[src/rtl/div_16bit_seq.sv]
// Sequential restoring divider: one quotient bit per clock, 16 iterations per division.
// Division by zero completes immediately with an all-ones quotient and the dividend as remainder.
module div_16bit_seq #(
  parameter int WIDTH = 16
) (
  input  logic             clk,
  input  logic             rst_n,
  input  logic             start,
  input  logic [WIDTH-1:0] A,
  input  logic [WIDTH-1:0] B,
  output logic [WIDTH-1:0] quotient,
  output logic [WIDTH-1:0] remainder,
  output logic             busy,
  output logic             done,
  output logic             div_by_zero
);

  localparam int CNT_W = $clog2(WIDTH);
  localparam logic [CNT_W-1:0] LAST_CNT = CNT_W'(WIDTH - 1);
  localparam logic [CNT_W-1:0] CNT_ONE  = CNT_W'(1);

  typedef enum logic [1:0] {
    ST_IDLE = 2'd0,
    ST_RUN  = 2'd1,
    ST_DONE = 2'd2
  } state_t;

  state_t           state_r, state_s;
  logic [CNT_W-1:0] cnt_r, cnt_s;
  logic [WIDTH-1:0] pr_r, pr_s;
  logic [WIDTH-1:0] dvd_r, dvd_s;
  logic [WIDTH-1:0] div_r, div_s;
  logic [WIDTH-1:0] q_r, q_s;
  logic [WIDTH-1:0] quot_r, quot_s;
  logic [WIDTH-1:0] rem_r, rem_s;
  logic             busy_r, busy_s;
  logic             done_r, done_s;
  logic             dbz_r, dbz_s;
  logic             accept_s;
  logic [WIDTH:0]   shifted_s;
  logic             no_borrow_s;
  logic [WIDTH-1:0] diff_s;

  // One restoring step: shift in the next dividend bit and trial-subtract the divisor
  always_comb begin
    shifted_s   = {pr_r, dvd_r[WIDTH-1]};
    no_borrow_s = (shifted_s >= {1'b0, div_r});
    // Only the low bits matter: when there is no borrow the difference is below the divisor
    diff_s      = shifted_s[WIDTH-1:0] - div_r;
  end

  // Next-state and next register values
  always_comb begin
    state_s  = state_r;
    cnt_s    = cnt_r;
    pr_s     = pr_r;
    dvd_s    = dvd_r;
    div_s    = div_r;
    q_s      = q_r;
    quot_s   = quot_r;
    rem_s    = rem_r;
    busy_s   = 1'b0;
    done_s   = 1'b0;
    dbz_s    = dbz_r;
    accept_s = start && ((state_r == ST_IDLE) || (state_r == ST_DONE));
    case (state_r)
      ST_IDLE, ST_DONE: begin
        if (accept_s) begin
          div_s = B;
          dvd_s = A;
          if (B == {WIDTH{1'b0}}) begin
            state_s = ST_DONE;
            quot_s  = {WIDTH{1'b1}};
            rem_s   = A;
            dbz_s   = 1'b1;
            done_s  = 1'b1;
          end else begin
            state_s = ST_RUN;
            cnt_s   = {CNT_W{1'b0}};
            pr_s    = {WIDTH{1'b0}};
            q_s     = {WIDTH{1'b0}};
            dbz_s   = 1'b0;
            busy_s  = 1'b1;
          end
        end else begin
          state_s = ST_IDLE;
        end
      end
      ST_RUN: begin
        busy_s = 1'b1;
        pr_s   = no_borrow_s ? diff_s : shifted_s[WIDTH-1:0];
        q_s    = {q_r[WIDTH-2:0], no_borrow_s};
        dvd_s  = {dvd_r[WIDTH-2:0], 1'b0};
        cnt_s  = cnt_r + CNT_ONE;
        if (cnt_r == LAST_CNT) begin
          state_s = ST_DONE;
          busy_s  = 1'b0;
          done_s  = 1'b1;
          quot_s  = q_s;
          rem_s   = pr_s;
          cnt_s   = {CNT_W{1'b0}};
        end else begin
          state_s = ST_RUN;
        end
      end
      default: begin
        state_s = ST_IDLE;
      end
    endcase
  end

  // State and datapath registers with synchronous active-low reset
  always_ff @(posedge clk) begin
    if (!rst_n) begin
      state_r <= ST_IDLE;
      cnt_r   <= {CNT_W{1'b0}};
      pr_r    <= {WIDTH{1'b0}};
      dvd_r   <= {WIDTH{1'b0}};
      div_r   <= {WIDTH{1'b0}};
      q_r     <= {WIDTH{1'b0}};
      quot_r  <= {WIDTH{1'b0}};
      rem_r   <= {WIDTH{1'b0}};
      busy_r  <= 1'b0;
      done_r  <= 1'b0;
      dbz_r   <= 1'b0;
    end else begin
      state_r <= state_s;
      cnt_r   <= cnt_s;
      pr_r    <= pr_s;
      dvd_r   <= dvd_s;
      div_r   <= div_s;
      q_r     <= q_s;
      quot_r  <= quot_s;
      rem_r   <= rem_s;
      busy_r  <= busy_s;
      done_r  <= done_s;
      dbz_r   <= dbz_s;
    end
  end

  assign quotient    = quot_r;
  assign remainder   = rem_r;
  assign busy        = busy_r;
  assign done        = done_r;
  assign div_by_zero = dbz_r;

endmodule
[config.mk]
export PLATFORM = sky130hd
export DESIGN_NAME = div_16bit_seq
export DESIGN_NICKNAME = d
export VERILOG_FILES = /design/src/rtl/div_16bit_seq.sv
export SDC_FILE = /design/constraint.sdc
export NUM_CORES = 1
export LEC_CHECK = 0
export BUFFER_PORTS_ARGS = -buffer_cell sky130_fd_sc_hd__buf_2
export CORE_UTILIZATION = 38
export DETAILED_ROUTE_END_ITERATION = 8
export GPL_ROUTABILITY_DRIVEN = 0
export SLEW_MARGIN = 25
export SYNTH_ARGS = -nofsm -noshare
export SYNTH_HDL_FRONTEND = slang
export SYNTH_SLANG_ARGS = --single-unit
[constraint.sdc]
create_clock -name clk -period 3.5 [get_ports clk]
set_input_delay 0.35 -clock clk [delete_from_list [all_inputs] [get_ports clk]]
set_output_delay 0.35 -clock clk [all_outputs]
set_load 0.02 [all_outputs]
==> impl_metrics.ini <==
[outcome]
status = completed

[sta]
final.setup_skew_ns = 0.00604
timing_hold_violations_final = 0
tightestPinTransition_ns = 0.737
maxSlewViolCount = 0
maxSlewHeadroom_pct = 50.8
timing.final.crit_share_pct = 78.8
grt_setup_unrepaired = false
finalWorstSetupSlack_ns = 0.742
setup-violations-final = 0
fmax_mhz = 363
setup_tns_ns = 0
period_minus_slack_ns = 2.76
fin_worst_hold_slack_ns = 0.242

[drt]
dr_total_vias = 4795
postRouteWirelength_mm = 14.0
drt-initial-drc-count = 375
first_pass_iters = 5
antenna_violating_nets_post_route = 0
route.detailed.drc = 0
routedWlPerCell_um = 16.2
vias_per_cell = 5.56

[critical_path]
crit_end = remainder[14]$_SDFFE_PN0P_
worst_r2r_path_depth = 11
worstPathArrival_ns = 3.00
startpoint_type = register
timing.reg2reg.setup_slack_ns = 0.74
regToRegStartpoint = dvd_r[15]$_SDFFE_PN0P_
crit_path_top_delay_cell = sky130_fd_sc_hd__fa_1
cp-end-kind = register
rr_endpoint = remainder[14]$_SDFFE_PN0P_
crit_path_max_fanout = 3
critical_path.cell_chain = inv_1 -> ha_1 -> inv_1 -> fa_1 -> a21o_2 -> a22o_1 -> o2111a_1 -> a211oi_1 -> a21oi_2 -> a211oi_1 -> o31ai_1
worst_setup_path_startpoint = dvd_r[15]$_SDFFE_PN0P_
critPathRequiredTime_ns = 3.74
path_class = register to register
slowest_delay_ns = 0.39

[final_layout]
mostFrequentLayoutCells = 102 x sky130_fd_sc_hd__dfxtp_1, 98 x sky130_fd_sc_hd__nand2_1, 78 x sky130_fd_sc_hd__a21oi_1, 69 x sky130_fd_sc_hd__buf_2, 41 x sky130_fd_sc_hd__nor2_1
layout-drive-gt1-share_pct = 18.8
final_net_count = 735
insertedDiodeCount = 0
final_common_cell = sky130_fd_sc_hd__dfxtp_1
layout-area-overhead-vs-synth_pct = 13.9

[clocking]
cts_repair_resize_count = 0
clockBufferDepth = 2
cts.htree.levels = 3
insertion_delay_ns = 0.35
cts_hold_repair.buffers = 0
postCtsSetupRepairBufs = 0
clock-root-buffer = sky130_fd_sc_hd__clkbuf_16
cts.sinks = 102
number_of_buffers_created_by_cts = 9
cts.reportedPaths.clkPinSlew_ns = 0.07
cts_tree = done

[worst_hold_path]
worst_hold_path_type = input pin to register

[power_and_ir_drop]
power.share.switching_pct = 44.3
power.share.clock_pct = 19.7
internal_power_w = 0.00273
pwr-share-seq_pct = 27.8
ir_worst_vdd_mv = 0.493
net-switching-power_w = 0.00217
power.density_mw_per_mm2 = 841
combPwrFrac_pct = 52.6
power.static_leakage_nw = 2.32

[placement]
place_ws_ns = 0.807
place.port_buffers = 69
dpl.hpwl_mm = 10.3

[global_route]
grt_overflow_total = 0
gr-usage-all-layers_pct = 20.5
grt_antenna_before_repair = 0
grt_max_degree = 42
first_pass_grt_wire_length_mm = 22.5
grt_pass1_vias = 4431

[synth]
syn-mean-instance-area_um2 = 8.09
synth.yosys.seq_area_share_pct = 39.9
postSynth.topFlopCell = sky130_fd_sc_hd__dfxtp_1
seq_cells_post_synth = 102
synthDominantCellAreaShare_pct = 39.9
synth-edff-count = 0
post_synth_main_area_contributors = sky130_fd_sc_hd__dfxtp_1 40%, sky130_fd_sc_hd__a21oi_1 7.6%, sky130_fd_sc_hd__nand2_1 7.2%
syn-cell-area_mm2 = 0.00511
synthesis.nets = 685
post-synth-top-area-cell = sky130_fd_sc_hd__dfxtp_1
synthesis.instances = 632
synthDistinctLibCells = 67
ys.warnings.count = 0
synth_async_sr_flop_share_pct = 0

[die]
ios = 70
rows = 42
initial_utilization_pct = 38.8
fp.dieArea_mm2 = 0.0139
die_w_um = 118
chipHeight_um = 118
design.core.area_mm2 = 0.0132

[job]
maxCapViolations = 0
==> sequential cells by signal, indices dropped and copies added, names as in the netlist <==
register	cells
div_r	16
dvd_r	16
pr_r	16
quotient	16
remainder	16
q_r	15
cnt_r	4
state_r	2
div_by_zero	1
==> metal layers <==
metal	up-vias	share of wire [%]	track usage (%)
li1	2350	-	-
met3	25	6.2	3.29
met5	-	0	0
met1	2248	46	28.0
met2	172	45	31.5
met4	0	2.5	9.62
==> worst min-delay path by stage <==
| stage | cells past startpoint | slack [ns] | endpoint | from |
|---|---|---|---|---|
| after floorplan | 1 | 0.43 | cnt_r[3]$_SDFFE_PN0P_ | cnt_r[3]$_SDFFE_PN0P_ |
| after global placement | 2 | 0.45 | dvd_r[2]$_SDFFE_PN0P_ | dvd_r[2]$_SDFFE_PN0P_ |
| after detailed placement | 2 | 0.45 | dvd_r[11]$_SDFFE_PN0P_ | dvd_r[11]$_SDFFE_PN0P_ |
| after CTS | 3 | 0.24 | div_r[8]$_SDFFE_PN0P_ | B[8] |
| after global routing | 3 | 0.25 | div_r[4]$_SDFFE_PN0P_ | B[4] |
| final | 3 | 0.24 | div_r[8]$_SDFFE_PN0P_ | B[8] |
==> through the flow <==
stage          power (W)  util (%)  instance area (um2)  instances
6_report         0.00490      44.1                 5820        863
5_1_grt          0.00518      44.1                 5820        863
4_1_cts          0.00486      44.1                 5820        863
3_5_place_dp     0.00390      42.1                 5550        847
3_3_place_gp     0.00388      42.1                 5550        847
2_1_floorplan    0.00344         -                 5110        632
==> power groups by stage <==
| stage | registers (W) | clock network (W) | logic [W] |
|---|---|---|---|
| 2_1_floorplan | 0.00135 | 0 | 0.00210 |
| 3_3_place_gp | 0.00138 | 0 | 0.00250 |
| 3_5_place_dp | 0.00138 | 0 | 0.00252 |
| 4_1_cts | 0.00136 | 0.000979 | 0.00253 |
| 5_1_grt | 0.00137 | 0.00102 | 0.00279 |
| 6_report | 0.00136 | 0.000963 | 0.00258 |
==> cell families (layout without fill, tap and decap cells) <==
kind of cell	Yosys count	count (layout)	share of synthesized area, %
AO/OA/AOI/OAI	195	195	25.2
AND/OR/NAND/NOR	241	241	21.9
buffers and inverters	64	119	6.22
adder cells (fa/ha/maj)	18	18	4.55
XOR/XNOR	9	9	1.54
flip-flops	102	102	39.9
multiplexers	3	3	0.612
==> layout make-up <==
cell class | count | area, um2
well taps | 176 | 220
fillers | 1363 | 7370
clock inverters | 6 | 43.8
multi-input cells | 466 | 2770
clock buffers | 10 | 229
flip-flops and latches | 102 | 2040
inverters | 22 | 82.6
repair buffers | 81 | 435
==> critical path, delay by kind of cell, from the launching register on <==
kind	cells	cell delay, ns
AO/OA/AOI/OAI	7	1.55
adder cells (fa/ha/maj)	2	0.62
flip-flops	1	0.31
buffers and inverters	2	0.15
==> Yosys cell counts, types with 6 or more instances <==
| library cell | count |
|---|---|
| sky130_fd_sc_hd__o31ai_1 | 8 |
| sky130_fd_sc_hd__clkbuf_1 | 23 |
| sky130_fd_sc_hd__o21ai_1 | 8 |
| sky130_fd_sc_hd__a211oi_1 | 7 |
| sky130_fd_sc_hd__buf_1 | 6 |
| sky130_fd_sc_hd__o21a_1 | 6 |
| sky130_fd_sc_hd__nand2_1 | 98 |
| sky130_fd_sc_hd__nand3_1 | 32 |
| sky130_fd_sc_hd__and3_1 | 8 |
| sky130_fd_sc_hd__a21oi_1 | 78 |
| sky130_fd_sc_hd__dfxtp_1 | 102 |
| sky130_fd_sc_hd__a22oi_1 | 17 |
| sky130_fd_sc_hd__nor2_1 | 43 |
| sky130_fd_sc_hd__nor3_1 | 34 |
| sky130_fd_sc_hd__ha_1 | 17 |
| sky130_fd_sc_hd__inv_1 | 22 |
| sky130_fd_sc_hd__o21ai_0 | 26 |
Note: power is estimated with default switching activity, not from simulation.
